==> config.mk <==
export PLATFORM = sky130hd
export DESIGN_NAME = command_decoder_flat
export DESIGN_NICKNAME = d
export VERILOG_FILES = /design/src/rtl/command_decoder_if.sv /design/src/rtl/command_decoder.sv /design/src/flat_wrapper.sv
export SDC_FILE = /design/constraint.sdc
export NUM_CORES = 1
export LEC_CHECK = 0
export CAP_MARGIN = 20
export CORE_UTILIZATION = 40
export DETAILED_ROUTE_END_ITERATION = 8
export GPL_TIMING_DRIVEN = 0
export PLACE_DENSITY_LB_ADDON = 0.25
export SYNTH_ARGS = -nofsm -noshare
export SYNTH_HDL_FRONTEND = slang
export SYNTH_SLANG_ARGS = --single-unit
==> constraint.sdc <==
create_clock -name clk -period 4.2 [get_ports clk]
set_input_delay 1.05 -clock clk [delete_from_list [all_inputs] [get_ports clk]]
set_output_delay 1.05 -clock clk [all_outputs]
set_load 0.005 [all_outputs]
==> src/rtl/command_decoder_if.sv <==
// ----------------------------------------------------------------------------
// command_decoder_if
//   Bundles the two valid/ready channels around the command decoder:
//   the command channel from the UART receive stage and the response
//   channel to the transmit packetizer.
//
//   Signals:
//     i_msg_data  [47:0]  command {opcode, address, data}
//     i_msg_valid         command valid
//     o_msg_ready         decoder can accept a command
//     o_rsp_data  [47:0]  response {status, address, data}
//     o_rsp_valid         response valid
//     i_rsp_ready         transmit stage accepts the response
//
//   Modports:
//     master - the surrounding system (drives commands, consumes responses)
//     slave  - the command decoder
// ----------------------------------------------------------------------------
interface command_decoder_if;
    logic [47:0] i_msg_data;
    logic        i_msg_valid;
    logic        o_msg_ready;
    logic [47:0] o_rsp_data;
    logic        o_rsp_valid;
    logic        i_rsp_ready;

    modport master (
        output i_msg_data,
        output i_msg_valid,
        input  o_msg_ready,
        input  o_rsp_data,
        input  o_rsp_valid,
        output i_rsp_ready
    );

    modport slave (
        input  i_msg_data,
        input  i_msg_valid,
        output o_msg_ready,
        output o_rsp_data,
        output o_rsp_valid,
        input  i_rsp_ready
    );
endinterface

==> src/rtl/command_decoder.sv <==
// ----------------------------------------------------------------------------
// command_decoder
//   Executes CRC-validated 48-bit commands (WRITE / READ / PING) against an
//   internal bank of 32-bit configuration registers and returns exactly one
//   48-bit response per command. One command is in flight at a time:
//   IDLE -> DECODE -> EXECUTE -> RESPOND -> IDLE.
//
//   Ports:
//     clk       clock, rising edge
//     reset     synchronous, active-high
//     bus       command_decoder_if.slave (command in, response out)
//     o_cfg     flat register bank, register k at [k*32 +: 32]
//     i_status  read-only DAQ status word, readable at address 0xFF
//
//   Optional feature macro: CMD_DECODER_STATS_EN
//     Adds saturating 16-bit ok/error response counters at address 0xFE
//     (READ returns {err_count, ok_count}, WRITE clears both). Without the
//     macro, 0xFE is an ordinary bad address.
// ----------------------------------------------------------------------------
module command_decoder #(
    parameter int NUM_REGS = 8
) (
    input  logic                     clk,
    input  logic                     reset,
    command_decoder_if.slave         bus,
    output logic [NUM_REGS*32-1:0]   o_cfg,
    input  logic [31:0]              i_status
);

    localparam int AW = (NUM_REGS > 1) ? $clog2(NUM_REGS) : 1;

    localparam logic [7:0] OP_WRITE     = 8'h01;
    localparam logic [7:0] OP_READ      = 8'h02;
    localparam logic [7:0] OP_PING      = 8'h03;
    localparam logic [7:0] ST_ILLEGAL   = 8'hE0;
    localparam logic [7:0] ST_BADADDR   = 8'hE1;
    localparam logic [7:0] ADDR_STATUS  = 8'hFF;
`ifdef CMD_DECODER_STATS_EN
    localparam logic [7:0] ADDR_STATS   = 8'hFE;
`endif

    typedef enum logic [1:0] {
        S_IDLE,
        S_DECODE,
        S_EXECUTE,
        S_RESPOND
    } state_t;

    typedef enum logic [2:0] {
        K_WRITE,
        K_READ,
        K_STATUS,
        K_PING,
        K_ILLEGAL,
        K_BADADDR,
        K_STATS_RD,
        K_STATS_CLR
    } kind_t;

    state_t      state;
    kind_t       kind_q;
    kind_t       kind_d;

    logic [7:0]  cmd_op;
    logic [7:0]  cmd_addr;
    logic [31:0] cmd_data;

    logic        msg_ready;
    logic        rsp_valid;
    logic [47:0] rsp_data;

    logic [31:0] regs [NUM_REGS];
    logic [AW-1:0] reg_idx;
    logic          addr_ok;

    assign bus.o_msg_ready = msg_ready;
    assign bus.o_rsp_valid = rsp_valid;
    assign bus.o_rsp_data  = rsp_data;

    for (genvar k = 0; k < NUM_REGS; k++) begin : g_cfg
        assign o_cfg[k*32 +: 32] = regs[k];
    end

    // Only meaningful when addr_ok; out-of-map addresses never index regs.
    assign reg_idx = cmd_addr[AW-1:0];
    assign addr_ok = ({1'b0, cmd_addr} < 9'(NUM_REGS));

`ifdef CMD_DECODER_STATS_EN
    logic [15:0] ok_count;
    logic [15:0] err_count;
    logic        rsp_err;

    function automatic logic [15:0] sat_inc(input logic [15:0] v);
        return (v == 16'hFFFF) ? v : v + 16'd1;
    endfunction

    assign rsp_err = (rsp_data[47:40] == ST_ILLEGAL) || (rsp_data[47:40] == ST_BADADDR);
`endif

    // Illegal opcode is checked first so it wins over a bad address.
    always_comb begin
        kind_d = K_ILLEGAL;
        case (cmd_op)
            OP_WRITE: begin
                if (addr_ok) kind_d = K_WRITE;
`ifdef CMD_DECODER_STATS_EN
                else if (cmd_addr == ADDR_STATS) kind_d = K_STATS_CLR;
`endif
                else kind_d = K_BADADDR;
            end
            OP_READ: begin
                if (addr_ok) kind_d = K_READ;
                else if (cmd_addr == ADDR_STATUS) kind_d = K_STATUS;
`ifdef CMD_DECODER_STATS_EN
                else if (cmd_addr == ADDR_STATS) kind_d = K_STATS_RD;
`endif
                else kind_d = K_BADADDR;
            end
            OP_PING: kind_d = K_PING;
            default: kind_d = K_ILLEGAL;
        endcase
    end

    always_ff @(posedge clk) begin
        if (reset) begin
            state     <= S_IDLE;
            msg_ready <= 1'b0;
            rsp_valid <= 1'b0;
            rsp_data  <= '0;
            kind_q    <= K_ILLEGAL;
            for (int k = 0; k < NUM_REGS; k++) begin
                regs[k] <= '0;
            end
        end else begin
            case (state)
                // ---- IDLE: accept and capture one command ----
                S_IDLE: begin
                    if (bus.i_msg_valid && msg_ready) begin
                        cmd_op    <= bus.i_msg_data[47:40];
                        cmd_addr  <= bus.i_msg_data[39:32];
                        cmd_data  <= bus.i_msg_data[31:0];
                        msg_ready <= 1'b0;
                        state     <= S_DECODE;
                    end else begin
                        msg_ready <= 1'b1;
                    end
                end
                // ---- DECODE: latch classification ----
                S_DECODE: begin
                    kind_q <= kind_d;
                    state  <= S_EXECUTE;
                end
                // ---- EXECUTE: side effects and response load ----
                S_EXECUTE: begin
                    case (kind_q)
                        K_WRITE: begin
                            regs[reg_idx] <= cmd_data;
                            rsp_data      <= {OP_WRITE, cmd_addr, cmd_data};
                        end
                        K_READ:    rsp_data <= {OP_READ, cmd_addr, regs[reg_idx]};
                        K_STATUS:  rsp_data <= {OP_READ, cmd_addr, i_status};
                        K_PING:    rsp_data <= {OP_PING, cmd_addr, cmd_data};
                        K_ILLEGAL: rsp_data <= {ST_ILLEGAL, cmd_addr, 32'h0};
`ifdef CMD_DECODER_STATS_EN
                        K_STATS_RD:  rsp_data <= {OP_READ, cmd_addr, err_count, ok_count};
                        K_STATS_CLR: rsp_data <= {OP_WRITE, cmd_addr, 32'h0};
`endif
                        default:   rsp_data <= {ST_BADADDR, cmd_addr, 32'h0};
                    endcase
                    rsp_valid <= 1'b1;
                    state     <= S_RESPOND;
                end
                // ---- RESPOND: hold until the transmit stage takes it ----
                S_RESPOND: begin
                    if (bus.i_rsp_ready) begin
                        rsp_valid <= 1'b0;
                        msg_ready <= 1'b1;
                        state     <= S_IDLE;
                    end
                end
                default: state <= S_IDLE;
            endcase
        end
    end

`ifdef CMD_DECODER_STATS_EN
    // Clear happens in EXECUTE and counting on the RESPOND handshake, so the
    // clearing command's own ok response is counted after the clear.
    always_ff @(posedge clk) begin
        if (reset) begin
            ok_count  <= '0;
            err_count <= '0;
        end else if (state == S_EXECUTE && kind_q == K_STATS_CLR) begin
            ok_count  <= '0;
            err_count <= '0;
        end else if (state == S_RESPOND && bus.i_rsp_ready) begin
            if (rsp_err) err_count <= sat_inc(err_count);
            else         ok_count  <= sat_inc(ok_count);
        end
    end
`endif

endmodule

==> src/flat_wrapper.sv <==
// flat-port wrapper written by rule: the top's interface ports become plain ports
module command_decoder_flat 
#(
    parameter int NUM_REGS = 8
)
  (clk, reset, o_cfg, i_status, bus_i_msg_data, bus_i_msg_valid, bus_o_msg_ready, bus_o_rsp_data, bus_o_rsp_valid, bus_i_rsp_ready);
  command_decoder_if bus_i ();
  input  logic clk;
  input  logic reset;
  output logic [NUM_REGS*32-1:0] o_cfg;
  input  logic [31:0] i_status;
  input wire logic [$bits(bus_i.i_msg_data)-1:0] bus_i_msg_data;
  input wire logic [$bits(bus_i.i_msg_valid)-1:0] bus_i_msg_valid;
  output wire logic [$bits(bus_i.o_msg_ready)-1:0] bus_o_msg_ready;
  output wire logic [$bits(bus_i.o_rsp_data)-1:0] bus_o_rsp_data;
  output wire logic [$bits(bus_i.o_rsp_valid)-1:0] bus_o_rsp_valid;
  input wire logic [$bits(bus_i.i_rsp_ready)-1:0] bus_i_rsp_ready;
  assign bus_i.i_msg_data = bus_i_msg_data;
  assign bus_i.i_msg_valid = bus_i_msg_valid;
  assign bus_o_msg_ready = bus_i.o_msg_ready;
  assign bus_o_rsp_data = bus_i.o_rsp_data;
  assign bus_o_rsp_valid = bus_i.o_rsp_valid;
  assign bus_i.i_rsp_ready = bus_i_rsp_ready;
  command_decoder #(.NUM_REGS(NUM_REGS)) u_core (.clk(clk), .reset(reset), .bus(bus_i), .o_cfg(o_cfg), .i_status(i_status));
endmodule
# --- Word level (Yosys, flattened, before mapping) ---
# Memory sizes are Yosys's and may differ from the RTL's. A register that Yosys moved wholly into a read port is not among the register bits.
# Index checks and enable logic that the tools add are counted.
word_totals:
  input_bits: 84
  ff_bits: 103
  word_cells: 57
  n_memories: 1
  latchBits: 0
  mem_bits_ro: 0
  ram_bits: 256
memory_table:
  columns: ["name", "words", "word_bits", "read_ports", "rd_clocked_by_memory_dff", "wr", "line_no", "rtl"]
  rows:
  - ["u_core.regs", 8, 32, 9, 1, 8, "command_decoder.sv:72", "logic [31:0] regs [NUM_REGS];"]
op_classes:
  mux: 23
  bitwise_logic: 1
  addsub: 0
  n_reduce_logical: 10
  order_cmp: 1
  mul: 0
  shifts: 0
  n_div: 0
  eq_ne: 13
op_table:
  columns: ["operator", "count"]
  rows:
  - ["case mux 48 bit (5 select lines)", 1]
  - ["2-to-1 mux 32 bit", 1]
  - ["OR reduction 32 bit", 1]
  - ["== test 8 x 2 -> 1 bit, second input constant", 2]
  - ["2-to-1 mux 3 bit", 5]
  - ["2-to-1 mux 1 bit", 10]
  - ["case mux 3 bit (3 select lines)", 1]
  - ["== test 8 x 1 -> 1 bit, second input constant", 1]
  - ["== test 8 bit, second input constant", 1]
  - ["less-than comparator 8 x 4 -> 1 bit, second input constant", 1]
  - ["case mux 2 bit (4 select lines)", 1]
  - ["== test 3 x 2 -> 1 bit, second input constant", 2]
  - ["AND reduction 2 bit", 3]
  - ["== test 2 bit, second input constant", 2]
  - ["2-to-1 mux 2 bit", 2]
  - ["case mux 1 bit (2 select lines)", 2]
  - ["nonzero test 2 bit", 2]
  - ["== test 3 x 1 -> 1 bit, second input constant", 1]
  - ["== test 3 bit, second input constant", 1]
  - ["zero test 3 bit", 1]
  - ["AND reduction 3 bit", 1]
  - ["== test 2 x 1 -> 1 bit, second input constant", 1]
  - ["zero test 2 bit", 1]
  - ["!= test 2 x 1 -> 1 bit, second input constant", 1]
  - ["3 further kinds", 3]

# --- Logic depth before layout (Yosys ltp) ---
# Gate-level depths: netlist of run 1.
logic_depth:
  ltp_word: 7
  ltp_mapped: 8
  ltp_nobuf: 6

# --- Worst setup path before layout of run 1 ---
# No wires, ideal clock.
synth_timing:
  path_type: "input to register"
  start: "in reset"
  end: "mem u_core.regs[6][0] (enable)"
  arrival_ps: 3929
  setup_slack_ps: -195
  setup_ps: 466
  stages: 4
  path_cell_list: "clkbuf_1 > nor4_4 > nand3b_2 > o21ai_0"
synth_rtl:
  columns: ["element", "line_no", "rtl"]
  rows:
  - ["start: declaration", "flat_wrapper.sv:9", "input logic reset;"]
  - ["end: declaration", "command_decoder.sv:72", null]

==> impl_metrics.env, run 1 <==
export IMPL_r2r_cells=6
export IMPL_yosysSeqAreaShare=0.645
export IMPL_max_freq_mhz=324
export IMPL_fin_skew_ps=22.4
export IMPL_grt_usage=0.284
export IMPL_ant_nets=0
export IMPL_tightest_slew_ps=1090
export IMPL_pin_count=390
export IMPL_syn_inst=1155
export IMPL_cp_num_buf_inv=2
export IMPL_crit_type="in2reg"
export IMPL_ys_types=39
export IMPL_critPathMaxFanout=18
export IMPL_r2r_start="u_core.kind_q[0]"
export IMPL_gp_congestion=0.800
export IMPL_clkLatencyLatePin_ps=550
export IMPL_stdcell_count=2140
export IMPL_cp_start_kind="input port"
export IMPL_drc=0
export IMPL_setup_violations=0
export IMPL_leakagePower_nw=7.82
export IMPL_yosys_warnings=0
export IMPL_cts_setup_buffers=0
export IMPL_netlist_area_mm2=0.0158
export IMPL_grt_pass1_vias=11700
export IMPL_io_buffers=385
export IMPL_hold_viol=0
export IMPL_hold_start="u_core.bus.o_rsp_data[22]"
export IMPL_grt_pass1_wl_um=81500
export IMPL_fin_crit_sh=0.735
export IMPL_rows=72
export IMPL_route_vias_total=11700
export IMPL_cts_hold_buf=0
export IMPL_dpl_instance_area_mm2=0.0206
export IMPL_ys_flop_type="edfxtp_1"
export IMPL_required_ps=4420
export IMPL_fin_area_mm2=0.0217
export IMPL_dpl_cell_count=2070
export IMPL_wirelength_um=58200
export IMPL_worstHoldPathCells=1
export IMPL_coreArea_mm2=0.0388
export IMPL_slew_violations=0
export IMPL_rrSetupSlack_ps=1220
export IMPL_wire_per_inst_um=27.2
export IMPL_critPathTopFamily="simple AND/OR/NAND/NOR gates"
export IMPL_ys_async_sr_fraction=0
export IMPL_die_area_mm2=0.0403
export IMPL_cts_tree="built"
export IMPL_nFillCells=3251
export IMPL_cp_slowest_stage_delay_ps=590
export IMPL_numCtsBuffers=39
export IMPL_start_util=0.407
export IMPL_synth_edf_count=304
export IMPL_rsz0062_at_grt="no"
export IMPL_cts_sinks=357
export IMPL_die_w_um=201
export IMPL_worstHoldPathType="reg2reg"
export IMPL_drtIter0Drc=1009
export IMPL_grt_overflow_total=0
export IMPL_syn2layout_area_growth_pct=37.5
export IMPL_die_y_um=201
export IMPL_status="completed"
export IMPL_first_pass_iters=5
export IMPL_clockRootBuffer="clkbuf_16"
export IMPL_arrival_ps=3310
export IMPL_vdd_drop_max_v=0.000289
export IMPL_cts_resized=0
export IMPL_via_per_inst=5.45
export IMPL_r2r_end="u_core.regs[1][22]"
export IMPL_period_needed_ps=3090
export IMPL_hold_end="u_core.bus.o_rsp_data[22]"
export IMPL_relSlewSlack=0.272
export IMPL_cp_cell_sequence="clkbuf_1 > nor4_4 > nand3_2 > nor3_2 > or2_2 > buf_12"
export IMPL_endpoint_kind="flop"
export IMPL_cts_max_path_buffers=3
export IMPL_cpMaxStageDelayCell="nor3_2"
export IMPL_drive_above_1_share=0.159
export IMPL_synth_seq_cells=357
export IMPL_avgSynthCellArea_um2=13.7
export IMPL_clkSlewWorstSetupHoldPaths_ps=50
export IMPL_dpl_hpwl_um=40700
export IMPL_cts_max_level=2
export IMPL_grt_max_degree=22
export IMPL_num_nets_final=1682
export IMPL_power_per_cell_area_mw_per_mm2=402
export IMPL_antenna_found_initial=1
export IMPL_max_cap_violations=0
routing by layer:
metal,vias up,global-route usage,wire (µm)
li1,5147,-,-
met1,5792,0.369,23700
met2,632,0.482,28200
met3,88,0.0516,4870
met4,0,0.0842,1410
met5,-,0,0
worst max path at each step:
stage / start / end / cells after the start
2_1_floorplan: reset / u_core.regs[6][0] / 4
3_3_place_gp: reset / u_core.regs[6][8] / 4
3_5_place_dp: reset / u_core.regs[0][8] / 6
4_1_cts: reset / u_core.regs[0][22] / 6
5_1_grt: reset / u_core.regs[0][8] / 6
6_report: reset / u_core.regs[1][22] / 6
cells in the final DEF (no fill, tap or decap), types with 3 or more instances in the layout:
cell type,Yosys,routed
clkdlybuf4s50_1,0,385
edfxtp_1,304,304
and2_1,257,257
mux2_2,131,131
o22ai_1,65,65
dfxtp_1,53,53
clkbuf_1,30,43
mux2i_1,43,43
clkbuf_16,0,39
buf_2,38,38
nand2_1,37,37
o21ai_0,41,35
nor3_1,33,33
a221o_1,32,32
nor2_1,29,28
clkbuf_2,9,9
clkinv_1,0,8
buf_12,0,8
o21ai_4,0,6
inv_1,5,5
nand2b_1,5,5
ha_1,5,5
buf_4,5,5
a21oi_1,4,4
clkinv_2,0,4
nor3_2,3,3
or2_2,3,3
o211ai_1,3,3
conb_1,1,3
inv_6,0,3
worst reg2reg max path, delay by kind of cell (launching register included):
family | cells | cell delay [ps]
flops | 1 | 340
simple gates | 4 | 1800
buf+inv | 2 | 510
report_power, final:
group	total, mW	switching [mW]	internal, mW
clock network	3.13	1.38	1.75
logic	1.43	0.779	0.647
registers	4.18	0.160	4.02
per-stage QoR:
stage	total power, mW	utilization	hold WS (ps)	TNS (ps)	worst slack, ps
6_report	8.74	0.560	488	0	1110
5_1_grt	9.01	0.560	510	0	954
4_1_cts	8.77	0.560	493	0	1100
3_3_place_gp	5.63	0.523	468	-596490	-3460
3_5_place_dp	5.68	0.531	476	0	522
2_1_floorplan	4.90	-	479	-24330	-195
state kept, by name, indices dropped and copies added (netlist names), named ones only:
register	cells
u_core.regs	256
u_core.bus.o_rsp_data	43
u_core.cmd_data	32
u_core.cmd_addr	8
u_core.cmd_op	8
u_core.kind_q	3
u_core.state	2
u_core.bus.o_msg_ready	1
u_core.bus.o_rsp_valid	1
layout make-up:
cell class,instances,area [µm²],share of cell area
Sequential cell,357,10200,0.469
Multi-Input combinational cell,712,5290,0.243
Timing Repair Buffer,395,4070,0.187
Clock buffer,54,1050,0.0484
Tap cell,518,648,0.0298
Buffer,83,389,0.0179
Clock inverter,15,76.3,0.00351
Inverter,5,18.8,0.000864
Antenna cell,1,2.50,0.000115
synthesized netlist by cell type (all sizes together), types with 3 or more instances:
cell	count	area (µm²)
o211ai	3	22.5
nand3	3	20.0
o21ai	41	205
and2	257	1610
clkbuf	39	158
nand2	37	139
nor2	29	109
mux2	131	1480
buf	44	231
a221o	32	320
nand2b	5	31.3
a21oi	4	20.0
nor3	36	195
ha	5	62.6
dfxtp	53	1060
mux2i	43	430
inv	5	18.8
or2	3	18.8
edfxtp	304	9130
o22ai	65	407
cells by family after synthesis:
group,synth area share
other,0.000237
XOR/XNOR,0.000554
AND/OR/NAND/NOR,0.141
AO/OA/AOI/OAI,0.0633
multiplexers,0.121
buffers and inverters,0.0258
flip-flops,0.645
adder cells (fa/ha/maj),0.00396
Note: power is estimated with default switching activity, not from simulation.
==> run 2: changes to the inputs <==
- clock period: 4.2 -> 3.15 ns (I/O delays scaled with it)
==> run 2 against run 1 <==
  * Routed wire length shrank 0.25%
  * Highest routed layer unchanged
  * Worst hold slack better by 10 ps
  * Critical endpoint is now u_core.regs[0][8]
  * Cell count increased by 0.19%
  * Global-route usage down 0.26 points
==> impl_metrics.env, run 2 (synthesis gave the netlist of run 1 again) <==
export IMPL_tightest_slew_ps=1040
export IMPL_clkSlewWorstSetupHoldPaths_ps=60
export IMPL_cpMaxStageDelayCell="nor3_2"
export IMPL_required_ps=3370
export IMPL_rsz0062_at_grt="no"
export IMPL_dpl_instance_area_mm2=0.0206
export IMPL_largest_register="u_core.regs"
export IMPL_rows=72
export IMPL_arrival_ps=3150
export IMPL_cts_tree="built"
export IMPL_dpl_hpwl_um=40400
export IMPL_crit_type="reg2reg"
export IMPL_cts_resized=0
export IMPL_clockRootBuffer="clkbuf_16"
export IMPL_fin_setup_tns_ps=0
export IMPL_io_buffers=385
export IMPL_layout_commonest_cell="clkdlybuf4s50_1"
export IMPL_cp_num_buf_inv=2
export IMPL_grt_pass1_vias=11700
export IMPL_fin_skew_ps=15.1
export IMPL_cts_setup_buffers=0
export IMPL_first_pass_iters=5
export IMPL_cts_hold_buf=0
export IMPL_cp_start_kind="flop"
export IMPL_status="completed"
export IMPL_numCtsBuffers=40
export IMPL_die_w_um=201
export IMPL_final_cell_mix="clkdlybuf4s50_1, edfxtp_1, and2_1, mux2_2, o22ai_1"
export IMPL_route_vias_total=11700
export IMPL_relSlewSlack=0.306
export IMPL_ant_nets=0
export IMPL_largest_reg_flops=256
export IMPL_coreArea_mm2=0.0388
export IMPL_die_y_um=201
export IMPL_pin_count=390
export IMPL_max_freq_mhz=341
export IMPL_gp_congestion=0.796
export IMPL_via_per_inst=5.48
export IMPL_antenna_found_initial=3
export IMPL_final_util=0.565
export IMPL_clkLatencyLatePin_ps=540
export IMPL_worstHoldPathType="reg2reg"
export IMPL_grt_overflow_total=0
export IMPL_drtIter0Drc=980
export IMPL_cts_max_level=2
export IMPL_cp_slowest_stage_delay_ps=570
export IMPL_power_per_cell_area_mw_per_mm2=563
export IMPL_vdd_drop_max_v=0.000520
export IMPL_fin_crit_sh=0.930
export IMPL_nFillCells=3182
export IMPL_hold_viol=0
export IMPL_grt_usage=0.281
export IMPL_slew_violations=0
export IMPL_period_needed_ps=2930
export IMPL_wirelength_um=58000
export IMPL_grt_max_degree=29
export IMPL_fin_area_mm2=0.0220
export IMPL_endpoint_kind="flop"
export IMPL_cts_max_path_buffers=3
export IMPL_critPathTopFamily="simple AND/OR/NAND/NOR gates"
export IMPL_cts_sinks=357
export IMPL_setup_violations=0
export IMPL_drc=0
export IMPL_cp_cell_sequence="buf_2 > nor4_4 > nand3b_2 > nor3_2 > or2_2 > buf_12"
export IMPL_die_area_mm2=0.0403
export IMPL_start_util=0.407
export IMPL_wire_per_inst_um=27.1
export IMPL_grt_pass1_wl_um=81300
export IMPL_drive_above_1_share=0.164
export IMPL_leakagePower_nw=7.92
export IMPL_num_nets_final=1683
export IMPL_critPathMaxFanout=21
export IMPL_max_cap_violations=0
export IMPL_syn2layout_area_growth_pct=38.9
## run 2: changes by cell type in the layout (fill, tap and decap cells not counted)
| cell | change |
|---|---|
| clkinv_2 | +2 |
| diode_2 | +1 |
| inv_6 | -2 |
| clkbuf_1 | -4 |
| buf_16 | -1 |
| buf_12 | +1 |
| clkbuf_8 | -1 |
| clkinvlp_4 | +1 |
| clkinv_1 | -2 |
| clkbuf_16 | +2 |
| bufinv_16 | +7 |
## run 2: final cells by class
class / count / area, µm² / area share
clock buffer: 51 / 1070 / 0.0489
multi-input combinational: 712 / 5290 / 0.241
buffer: 83 / 389 / 0.0177
clock inverter: 21 / 279 / 0.0127
sequential: 357 / 10200 / 0.464
antenna: 2 / 5.00 / 0.000228
timing repair buffer: 395 / 4060 / 0.185
inverter: 5 / 18.8 / 0.000855
tap: 518 / 648 / 0.0295
## run 2: per-stage QoR
| stage | power (mW) | setup slack, ps | hold slack, ps | instances |
|---|---|---|---|---|
| 6_report | 12.4 | 220 | 499 | 2144 |
| 2_1_floorplan | 6.53 | -133 | 479 | 1157 |
| 3_3_place_gp | 7.49 | -2230 | 469 | 2060 |
| 4_1_cts | 12.4 | 155 | 492 | 2142 |
| 3_5_place_dp | 7.55 | -249 | 475 | 2070 |
| 5_1_grt | 12.7 | 22.7 | 523 | 2144 |
## run 2: report_power, final
| part | switching [mW] | internal, mW |
|---|---|---|
| logic | 1.03 | 0.860 |
| clock network | 1.92 | 2.98 |
| registers | 0.216 | 5.36 |
| total | 3.16 | 9.21 |
## run 2: per-layer routing
layer	vias to the layer above	global-route usage	wire length, µm
met5	-	0	0
met4	0	0.0913	1740
met3	112	0.0489	5040
met2	694	0.463	27600
met1	5794	0.376	23600
li1	5143	-	-
## run 2: final timing paths
| check | from | endpoint | slack, ps | cells past startpoint |
|---|---|---|---|---|
| worst min register to register | u_core.bus.o_rsp_data[22] | u_core.bus.o_rsp_data[22] | 500 | 1 |
| worst min-delay path | u_core.bus.o_rsp_data[22] | u_core.bus.o_rsp_data[22] | 500 | 1 |
| worst max register to register | u_core.kind_q[0] | u_core.regs[0][8] | 220 | 6 |
| worst max-delay path | u_core.kind_q[0] | u_core.regs[0][8] | 220 | 6 |
